<file path="config.mk">
export PLATFORM = sky130hd
export DESIGN_NAME = control_sequencer
export DESIGN_NICKNAME = d
export VERILOG_FILES = /design/src/rtl/cpu_ctrl_pkg.sv /design/src/rtl/tstate_counter.sv /design/src/rtl/control_sequencer.sv
export SDC_FILE = /design/constraint.sdc
export NUM_CORES = 1
export LEC_CHECK = 0
export BUFFER_PORTS_ARGS = -buffer_cell sky130_fd_sc_hd__buf_2
export CAP_MARGIN = 30
export CORE_MARGIN = 4
export CORE_UTILIZATION = 41
export DETAILED_ROUTE_END_ITERATION = 12
export PLACE_DENSITY_LB_ADDON = 0.25
export REMOVE_ABC_BUFFERS = 1
export SLEW_MARGIN = 20
export SYNTH_ARGS = -nofsm -noshare
export SYNTH_HDL_FRONTEND = slang
export SYNTH_SLANG_ARGS = --single-unit
</file>
<file path="constraint.sdc">
create_clock -name clk -period 1.8 [get_ports clk]
set_input_delay 0.36 -clock clk [delete_from_list [all_inputs] [get_ports clk]]
set_output_delay 0.36 -clock clk [all_outputs]
set_load 0.02 [all_outputs]
</file>
<file path="src/rtl/cpu_ctrl_pkg.sv">
// Shared definitions for the CPU control sequencer: opcodes, control-word bit
// indices, the idle word and the per-opcode last-step lookup.
package cpu_ctrl_pkg;

  localparam int unsigned CTRL_W = 15;
  typedef logic [CTRL_W-1:0] ctrl_t;

  typedef enum logic [2:0] {
    T0 = 3'd0, T1 = 3'd1, T2 = 3'd2, T3 = 3'd3,
    T4 = 3'd4, T5 = 3'd5, T6 = 3'd6, T7 = 3'd7
  } tstate_e;

  localparam logic [3:0] OP_NOP = 4'h0;
  localparam logic [3:0] OP_LDA = 4'h1;
  localparam logic [3:0] OP_ADD = 4'h2;
  localparam logic [3:0] OP_SUB = 4'h3;
  localparam logic [3:0] OP_STA = 4'h4;
  localparam logic [3:0] OP_LDI = 4'h5;
  localparam logic [3:0] OP_JMP = 4'h6;
  localparam logic [3:0] OP_JC  = 4'h7;
  localparam logic [3:0] OP_JZ  = 4'h8;
  localparam logic [3:0] OP_OUT = 4'hE;
  localparam logic [3:0] OP_HLT = 4'hF;

  localparam int unsigned CB_CP   = 14;
  localparam int unsigned CB_EP   = 13;
  localparam int unsigned CB_LP   = 12;
  localparam int unsigned CB_NLMA = 11;
  localparam int unsigned CB_NLMD = 10;
  localparam int unsigned CB_NCE  = 9;
  localparam int unsigned CB_NLR  = 8;
  localparam int unsigned CB_NLI  = 7;
  localparam int unsigned CB_NEI  = 6;
  localparam int unsigned CB_NLA  = 5;
  localparam int unsigned CB_EA   = 4;
  localparam int unsigned CB_SUB  = 3;
  localparam int unsigned CB_EU   = 2;
  localparam int unsigned CB_NLB  = 1;
  localparam int unsigned CB_NLO  = 0;

  // Active-low strobes high, active-high strobes low.
  localparam ctrl_t CTRL_IDLE = 15'h0FE3;

  function automatic tstate_e last_step_f(input logic [3:0] op);
    case (op)
      OP_LDA:                                        return T3;
      OP_ADD, OP_SUB, OP_STA:                        return T4;
      OP_LDI, OP_JMP, OP_JC, OP_JZ, OP_OUT, OP_HLT: return T2;
      default:                                       return T1;
    endcase
  endfunction

endpackage

</file>
<file path="src/rtl/tstate_counter.sv">
// T-state register with early return to T0, wrap at MAX_T-1 and the sticky
// halt freeze.
module tstate_counter
  import cpu_ctrl_pkg::*;
#(
  parameter int unsigned MAX_T        = 6,
  parameter int unsigned VARIABLE_LEN = 1
) (
  input  logic    clk,
  input  logic    rst_n,
  input  logic    advance,
  input  tstate_e last_step,
  input  logic    halt_now,
  output tstate_e tstate,
  output logic    halted
);

  localparam logic [2:0] T_WRAP = 3'(MAX_T - 1);

  tstate_e tstate_q, tstate_d;
  logic    halted_q, halted_d;

  always_ff @(posedge clk or negedge rst_n) begin
    if (!rst_n) begin
      tstate_q <= T0;
      halted_q <= 1'b0;
    end else begin
      tstate_q <= tstate_d;
      halted_q <= halted_d;
    end
  end

  always_comb begin
    tstate_d = tstate_q;
    halted_d = halted_q;
    if (advance && !halted_q) begin
      if (halt_now) begin
        halted_d = 1'b1;
        tstate_d = T0;
      end else if ((VARIABLE_LEN != 0) && (tstate_q == last_step)) begin
        tstate_d = T0;
      end else if (tstate_q == T_WRAP) begin
        tstate_d = T0;
      end else begin
        tstate_d = tstate_e'(tstate_q + 3'd1);
      end
    end
  end

  assign tstate = tstate_q;
  assign halted = halted_q;

endmodule

</file>
<file path="src/rtl/control_sequencer.sv">
// Control-word sequencer for the 8-bit CPU datapath.
// Optional single-step gating is enabled by defining CTRL_SINGLE_STEP_EN.
module control_sequencer
  import cpu_ctrl_pkg::*;
#(
  parameter int unsigned OPCODE_W     = 4,
  parameter int unsigned MAX_T        = 6,
  parameter int unsigned VARIABLE_LEN = 1
) (
  input  logic                clk,
  input  logic                rst_n,
  input  logic [OPCODE_W-1:0] opcode,
  input  logic                cf,
  input  logic                zf,
`ifdef CTRL_SINGLE_STEP_EN
  input  logic                step,
`endif
  output logic [14:0]         out,
  output logic [2:0]          tstate,
  output logic                halted
);

  logic [3:0] op4;
  logic       advance;
  logic       halt_now;
  tstate_e    t_cur;
  ctrl_t      ctrl_word;

  generate
    if (OPCODE_W > 4) begin : g_wide_op
      assign op4 = (|opcode[OPCODE_W-1:4]) ? OP_NOP : opcode[3:0];
    end else begin : g_narrow_op
      assign op4 = opcode[3:0];
    end
  endgenerate

`ifdef CTRL_SINGLE_STEP_EN
  assign advance = step;
`else
  assign advance = 1'b1;
`endif

  assign halt_now = (op4 == OP_HLT) && (t_cur == T2);

  tstate_counter #(
    .MAX_T       (MAX_T),
    .VARIABLE_LEN(VARIABLE_LEN)
  ) u_tstate_counter (
    .clk      (clk),
    .rst_n    (rst_n),
    .advance  (advance),
    .last_step(last_step_f(op4)),
    .halt_now (halt_now),
    .tstate   (t_cur),
    .halted   (halted)
  );

  assign tstate = t_cur;

  always_comb begin
    ctrl_word = CTRL_IDLE;
    case (t_cur)
      T0: begin
        ctrl_word[CB_EP]   = 1'b1;
        ctrl_word[CB_NLMA] = 1'b0;
      end
      T1: begin
        ctrl_word[CB_CP]  = 1'b1;
        ctrl_word[CB_NCE] = 1'b0;
        ctrl_word[CB_NLI] = 1'b0;
      end
      T2: begin
        case (op4)
          OP_LDA, OP_ADD, OP_SUB, OP_STA: begin
            ctrl_word[CB_NEI]  = 1'b0;
            ctrl_word[CB_NLMA] = 1'b0;
          end
          OP_LDI: begin
            ctrl_word[CB_NEI] = 1'b0;
            ctrl_word[CB_NLA] = 1'b0;
          end
          OP_JMP: begin
            ctrl_word[CB_NEI] = 1'b0;
            ctrl_word[CB_LP]  = 1'b1;
          end
          OP_JC: begin
            if (cf) begin
              ctrl_word[CB_NEI] = 1'b0;
              ctrl_word[CB_LP]  = 1'b1;
            end
          end
          OP_JZ: begin
            if (zf) begin
              ctrl_word[CB_NEI] = 1'b0;
              ctrl_word[CB_LP]  = 1'b1;
            end
          end
          OP_OUT: begin
            ctrl_word[CB_EA]  = 1'b1;
            ctrl_word[CB_NLO] = 1'b0;
          end
          default: ;
        endcase
      end
      T3: begin
        case (op4)
          OP_LDA: begin
            ctrl_word[CB_NCE] = 1'b0;
            ctrl_word[CB_NLA] = 1'b0;
          end
          OP_ADD, OP_SUB: begin
            ctrl_word[CB_NCE] = 1'b0;
            ctrl_word[CB_NLB] = 1'b0;
          end
          OP_STA: begin
            ctrl_word[CB_EA]   = 1'b1;
            ctrl_word[CB_NLMD] = 1'b0;
          end
          default: ;
        endcase
      end
      T4: begin
        case (op4)
          OP_ADD: begin
            ctrl_word[CB_EU]  = 1'b1;
            ctrl_word[CB_NLA] = 1'b0;
          end
          OP_SUB: begin
            ctrl_word[CB_EU]  = 1'b1;
            ctrl_word[CB_NLA] = 1'b0;
            ctrl_word[CB_SUB] = 1'b1;
          end
          OP_STA: ctrl_word[CB_NLR] = 1'b0;
          default: ;
        endcase
      end
      default: ;
    endcase
  end

  // Reset, halt and stall all force the idle word so no strobe fires or repeats.
  assign out = (rst_n && !halted && advance) ? ctrl_word : CTRL_IDLE;

endmodule

</file>
Word-level counts from Yosys, hierarchy flattened. Memory sizes are Yosys's and may differ from the RTL's. Cells that the tools add are included.

Memory bits (read-only): 48. Input bits: 8. Logic and storage cells: 65. Register bits after elaboration: 4. Memories kept: 1.

Memories: (name not given) (words 16, width 3, rd ports 1, clocked after Yosys merged registers in 0, write ports 0, line cpu_ctrl_pkg.sv:45) `case (op)`.

Add/subtract/negate cells: 1. Muxes and demuxes: 37. Eq/ne operators: 16. Reductions and logical operators: 8.

Operators by type and width (number): 1-bit 2-to-1 mux (26); 4-bit by 3-bit equality test with 1-bit output (second input constant) (4); 15-bit 2-to-1 mux (1); 4-bit equality test (second input constant) (3); 3-bit 2-to-1 mux (3); 1-bit case mux with 3 select lines (3); 4-bit by 2-bit equality test with 1-bit output (second input constant) (2); 3-bit by 2-bit equality test with 1-bit output (second input constant) (2); 3-bit equality test (second input constant) (2); 1-bit case mux with 2 select lines (3); 6-bit OR reduction (1); 4-bit by 1-bit equality test with 1-bit output (second input constant) (1); 4-bit OR reduction (1); 3-bit by 1-bit adder with 3-bit output (second input constant) (1); 3-bit by 1-bit equality test with 1-bit output (second input constant) (1); 3-bit equality test (1); 3-bit zero test (1); 3-bit OR reduction (1); 1-bit logical AND (2); 2-bit 2-to-1 mux (1); 2-bit OR reduction (1); 1-bit zero test (1).

Longest topological paths before layout. Gate-level depths: netlist of the first run.

Depth in word-level cells: 5. Depth in mapped cells: 6. Gate-level depth less buffers: 5.

Modules after synthesis. A second synthesis of the first run with hierarchy kept.

Cells, all modules: 91. Area, all modules: 648.1 µm².

By module, submodules not included: control_sequencer (cells an instance 69, times used 1, area an instance 415.4 µm²); tstate_counter (cells an instance 22, times used 1, area an instance 232.7 µm²).

Worst setup path after synthesis of the first run. Ideal clock, no wire load.

Path kind: register to output. Start point: register u_tstate_counter.halted_q, in the netlist u_tstate_counter.halted. End point: output port out[3]. Arrival: 2.048 ns. Path buffers: 0. Cell stages (with the launch flop): 5. Data required time: 1.440 ns. Slack: -0.608 ns. Cells stage by stage: dfrtp_1 -> nor2b_1 -> nand2b_1 -> nor4_1 -> and2_1.

Cells in the longest elaborated chain, start to end: 3.

RTL lines: start: declaration (line tstate_counter.sv:21) `logic halted_q, halted_d;`; start signal: assignment (line tstate_counter.sv:29) `halted_q <= halted_d;`; 1-bit zero test; 1-bit logical AND (line control_sequencer.sv:142) `assign out = (rst_n && !halted && advance) ? ctrl_word : CTRL_IDLE;`; 15-bit 2-to-1 mux (line control_sequencer.sv:142); end: declaration (line control_sequencer.sv:18) `output logic [14:0] out,`.

No other way between the ends.

Final worst setup path of the first run.
Start point: register u_tstate_counter.halted_q, in the netlist u_tstate_counter.halted. End point: output port out[4].

The elaborated chain is that of the path after synthesis.

==> results of run 1 <==
==> worst paths after layout <==
path / start / end / slack [ns] / cells after the start
max in group asynchronous: rst_n / u_tstate_counter.tstate[2] / 1.11 / 3
max: u_tstate_counter.halted / out[4] / -0.23 / 6
min in group clk: opcode[1] / u_tstate_counter.halted / 0.63 / 4
max reg2reg: u_tstate_counter.tstate[1] / u_tstate_counter.tstate[2] / 0.16 / 6
min: rst_n / u_tstate_counter.halted / 0.57 / 3
min reg2reg: u_tstate_counter.halted / u_tstate_counter.tstate[0] / 0.67 / 2
==> what timing repair did <==
action,CTS,global route
hold buffers,1,0
hold endpoints to repair,2,0
cloned,0,0
gates resized for setup,22,21
buffers inserted,4,3
pin swaps,3,5
setup endpoints to repair,9,15
==> metal layers <==
| layer | track usage | routed length, microns | share of wire | up-vias |
|---|---|---|---|---|
| met2 | 0.407 | 1320 | 0.49 | 64 |
| met5 | 0 | 0 | 0 | - |
| met4 | 0.0398 | 71 | 0.027 | 0 |
| met1 | 0.283 | 1050 | 0.39 | 460 |
| li1 | - | - | - | 436 |
| met3 | 0.0430 | 227 | 0.085 | 12 |
==> sequential cells by signal, summed over array words and instances, names as in the netlist <==
register and flops:
u_tstate_counter.tstate 3, u_tstate_counter.halted 1
==> layout make-up <==
type / instances / area share
Multi-Input combinational cell: 72 / 0.504
Inverter: 5 / 0.0169
Clock buffer: 3 / 0.0202
Timing Repair Buffer: 54 / 0.351
Tap cell: 15 / 0.0169
Sequential cell: 4 / 0.0911
==> cells in the mapped netlist (all sizes together), types with 3 or more instances <==
library cell,n,share of area
inv,5,0.031
nand3,5,0.041
nand2,8,0.049
dfrtp,4,0.16
nor2b,4,0.041
nor3,3,0.025
o41ai,3,0.043
nor2,5,0.031
nand2b,5,0.051
clkbuf,5,0.031
o21ai,4,0.033
o21bai,3,0.037
a21oi,7,0.058
==> power groups by stage <==
stage | combinational (mW) | sequential (mW) | clock [mW]
6_report | 0.0875 | 0.0904 | 0.115
5_1_grt | 0.0933 | 0.0902 | 0.130
4_1_cts | 0.0783 | 0.0904 | 0.117
3_5_place_dp | 0.0761 | 0.0916 | 0
3_3_place_gp | 0.0744 | 0.0916 | 0
2_1_floorplan | 0.0217 | 0.0916 | 0
==> metrics by stage <==
step / TNS (ns) / worst slack [ns] / instance area [sq um]
final: -1.48 / -0.226 / 1110
after global routing: -2.13 / -0.292 / 1110
after CTS: -0.578 / -0.156 / 1030
after detailed placement: -0.123 / -0.0482 / 898
after global placement: -0.0586 / -0.0270 / 898
after floorplan: -1.74 / -0.608 / 577
==> critical path, cell delays in order (launching register included) <==
cell	delay, ns
dfrtp_1	0.40
nor2b_2	0.17
nand2b_1	0.14
nand2b_4	0.17
or3_4	0.37
nand2_2	0.08
buf_6	0.11
==> cells by family after synthesis <==
logic type      count (synthesis)
compound gates                 28
fa+ha+maj                       1
buf+inv                        12
flops                           4
simple gates                   43
==> flow_summary_export.csv, run 1 <==
group,metric,value,unit
yosys,yosys_most_used_dff,"dfrtp_1",
setup_path,cp.arrival,1.67,ns
setup_path,cp-start-kind,"register",
clock_tree,cts_buffer_depth,2,
routing,wl_per_cell,17.5,microns
floorplanning,dieArea,2160,sq um
pwr,p_per_area,263,nW/um^2
timing,layout_min_cycle_time,2.03,ns
timing,holdWs,0.565,ns
run,maxCapViolCount,0,
floorplanning,fp.dieW,46.5,microns
finish,nNetsFinal,149,
yosys,synth_top_family_by_area,"simple AND/OR/NAND/NOR gates",
yosys,synthAdderAreaFrac,0.0206,
floorplanning,row_count,13,
pwr,vdd_drop_max,0.408,mV
global_route,grt_start_max_net_pins,13,
placement,io_buffer_count,26,
global_route,antenna_found_initial,0,
floorplanning,core,1350,sq um
status,status,"finished with violations",
placement,place.gp.congestion,0.874,
clock_tree,cts_sinks,4,
pwr,p_comb_frac,0.299,
yosys,synth_xor_area_frac,0,
global_route,track_usage,0.228,
finish,fin_cells,153,
timing,maxSlewHeadroom,0.787,
clock_tree,numCtsBuffers,3,
global_route,grt_pass1_vias,831,
timing,setup_ws,-0.226,ns
finish,fillerInstances,92,
pwr,switching_share,0.296,
hold_path,hold_class,"input port to async pin",
clock_tree,clk_pin_slew,0.04,ns
placement,dp.cells,145,
floorplanning,start_util,0.450,
finish,final-seq-area,101,sq um
global_route,overflow,0,
yosys,synthCells,88,
routing,drc_errors,0,
timing,slew_viol_final,0,
clock_tree,cts_max_level,1,
clock_tree,clk_latency,0.24,ns
timing,hold_viol_final,0,
setup_path,required,1.44,ns
pwr,p_int,0.206,mW
status,violations,"negative setup slack",
yosys,syn_area,608,sq um
routing,num_vias,972,
floorplanning,io_pins,27,
finish,num_antenna_cells,0,
pwr,power_switching,0.0868,mW
finish,multi_input_area,561,sq um
yosys,synthSimpleGateAreaFrac,0.395,
yosys,synth.area.mux_share,0,
pwr,power,0.293,mW
routing,first_pass_iters,5,
yosys,synth_warnings,0,
placement,dp_hpwl,1.62,mm
routing,antenna_left,0,
finish,final_cell_mix,"buf_4 (26), buf_2 (19), buf_6 (8)",
yosys,syn_area_per_cell,6.91,sq um
finish,area_growth_syn_to_layout,82.9,%
finish,final_common_cell,"buf_4",
timing,setup_violations,11,
yosys,synth_edf_count,0,
finish,fin_util,0.824,
timing,finalClockSkew,0.00839,ns
yosys,ys_types,36,
timing,max_freq,494,MHz
pwr,p_clk_frac,0.393,
timing,finalCritPeriodShare,1.13,
clock_tree,cts_tree,"done",
routing,drt_iter0_drc,38,
timing,rsz0062_at_grt,"true",
global_route,grt_pass1_wl,3.55,mm
floorplanning,fp.dieH,46.5,microns
setup_path,cp_max_fo,3,
clock_tree,cts-root-buf,"clkbuf_4",
finish,layout-drive-gt1-share,0.551,
pwr,leakagePower,0.522,nW
yosys,synth-compound-area-share,0.337,
routing,drt_wl_total,2.67,mm
yosys,synthArstFlopShare,1.00,
setup_path,path_class,"register to output port",
setup_path,cp-end-kind,"output port",
timing,worst_pin_slew,0.315,ns
yosys,ys_ff_latch,4,
pwr,pwr-share-seq,0.308,
routing,via_per_inst,6.35,
yosys,synth_seq_area_share,0.165,
Note: power is estimated with default switching activity, not from simulation.
==> run 2: changes to the inputs <==
- CORE_AREA: not set -> 4 4 41 43
- CORE_MARGIN: 4 -> not set
- CORE_UTILIZATION: 41 -> not set
- DIE_AREA: not set -> 0 0 45 47
- clock period: 1.8 -> 2.6 ns (I/O delays scaled with it)
==> run 2 against run 1 <==
Compared with the run above: the flow now finishes without violations; count of clock-buffer cells in the layout unchanged; first-iteration DRC count decreased by 29%; hold slack got worse by 0.49 ns; flip-flop and latch count unchanged; critical path type unchanged; critical endpoint unchanged; largest cell class unchanged; largest power group unchanged; highest routed layer unchanged.
==> flow_summary_export.csv, run 2 (synthesized netlist as in run 1, its figures left out) <==
group,metric,value,unit
status,status,"finished, final reports clean",
floorplanning,io_pins,27,
clock_tree,cts_sinks,4,
timing,slew_viol_final,0,
floorplanning,core,1300,sq um
hold_path,hold_class,"input port to async pin",
timing,maxSlewHeadroom,0.763,
finish,area_growth_syn_to_layout,24.3,%
global_route,met3_usage,0.0383,
floorplanning,row_count,13,
clock_tree,cts_max_level,1,
global_route,use_met1,0.239,
setup_path,required,2.08,ns
routing,drt_wl_total,1.78,mm
timing,finalClockSkew,0.00102,ns
placement,dp_hpwl,1.32,mm
clock_tree,postCtsSetupBuffers,0,
clock_tree,clk_pin_slew,0.04,ns
finish,num_antenna_cells,0,
timing,hold_viol_final,0,
setup_path,cp-end-kind,"output port",
floorplanning,dieArea,2120,sq um
global_route,grt_pass1_wl,2.86,mm
finish,largest_reg_flops,3,
setup_path,cp-start-kind,"register",
routing,num_vias,780,
timing,rsz0062_at_grt,"false",
timing,layout_min_cycle_time,2.37,ns
finish,final_cell_mix,"buf_2 (26), nand2_1 (8), a21oi_1 (7)",
floorplanning,fp.dieW,45,microns
pwr,leakagePower,0.322,nW
clock_tree,cts-root-buf,"clkbuf_4",
finish,layout-drive-gt1-share,0.279,
global_route,grt_start_max_net_pins,19,
finish,design_area,756,sq um
finish,final-seq-area,100,sq um
clock_tree,postCtsResizedCells,0,
finish,nNetsFinal,122,
clock_tree,cts_buffer_depth,2,
global_route,antenna_found_initial,0,
placement,post_dp_cell_area,733,sq um
finish,fillerInstances,136,
setup_path,cp.arrival,1.85,ns
setup_path,cp_max_fo,12,
clock_tree,cts_tree,"done",
setup_path,path_class,"register to output port",
routing,first_pass_iters,4,
floorplanning,fp.dieH,47,microns
placement,place.gp.congestion,0.883,
timing,setup_tns,0,ns
finish,final_common_cell,"buf_2",
timing,setup_violations,0,
routing,wl_per_cell,14.1,microns
pwr,vdd_drop_max,0.132,mV
global_route,busiest_layer,"met2",
global_route,grt.met2_usage,0.297,
global_route,track_usage,0.188,
floorplanning,start_util,0.467,
global_route,overflow,0,
routing,drt_iter0_drc,27,
clock_tree,clk_latency,0.24,ns
finish,multi_input_area,458,sq um
routing,via_per_inst,6.19,
placement,io_buffer_count,26,
clock_tree,numCtsBuffers,3,
timing,max_freq,423,MHz
routing,drc_errors,0,
timing,worst_pin_slew,0.351,ns
pwr,p_per_area,236,nW/um^2
clock_tree,hold_buffers,0,
timing,finalCritPeriodShare,0.910,
global_route,grt_pass1_vias,625,
routing,antenna_left,0,
run,maxCapViolCount,0,
==> run 2: power by group <==
part | internal, mW | switching [mW] | total (mW)
registers | 0.0626 | 0 | 0.0626
clock network | 0.0519 | 0.0294 | 0.0813
logic | 0.0120 | 0.0223 | 0.0344
==> run 2: metrics by stage <==
step / std cells / util / setup WS, ns / total power, mW / hold WS (ns)
finish: 126 / 0.581 / 0.234 / 0.178 / 0.0746
global route: 126 / 0.581 / 0.137 / 0.190 / 0.0785
CTS: 126 / 0.581 / 0.251 / 0.179 / 0.0745
detailed placement: 123 / 0.563 / 0.306 / 0.0973 / 0.329
global placement: 123 / 0.563 / 0.369 / 0.0969 / 0.327
floorplan: 81 / - / 0.0292 / 0.0784 / 0.224
==> run 2: final timing paths <==
check	to	start	depth (start not counted)	slack, ns
setup / recovery	out[4]	u_tstate_counter.tstate[1]	5	0.23
hold / removal	u_tstate_counter.tstate[1]	rst_n	1	0.07
setup reg to reg	u_tstate_counter.tstate[2]	u_tstate_counter.tstate[1]	5	0.80
hold reg to reg	u_tstate_counter.tstate[0]	u_tstate_counter.halted	1	0.63
max in group asynchronous	u_tstate_counter.tstate[0]	rst_n	1	2.41
min in group clk	u_tstate_counter.tstate[0]	u_tstate_counter.halted	1	0.63
==> run 2: cell type report <==
cell class / instances / share of cell area
Clock buffer: 3 / 0.0298
Multi-Input combinational cell: 72 / 0.606
Tap cell: 15 / 0.0248
Sequential cell: 4 / 0.132
Inverter: 5 / 0.0248
Timing Repair Buffer: 27 / 0.182
==> run 2: critical path, stage by stage (launching register included) <==
cell and delay (ns):
dfrtp_1 0.54, nor2b_1 0.33, nand2b_1 0.13, or3_1 0.38
nand2_1 0.07, buf_2 0.15
==> run 2: per-layer routing <==
layer	share of wire	wire length, microns
met5	0	0
met4	0.015	27
met3	0.078	138
met2	0.48	861
met1	0.42	752
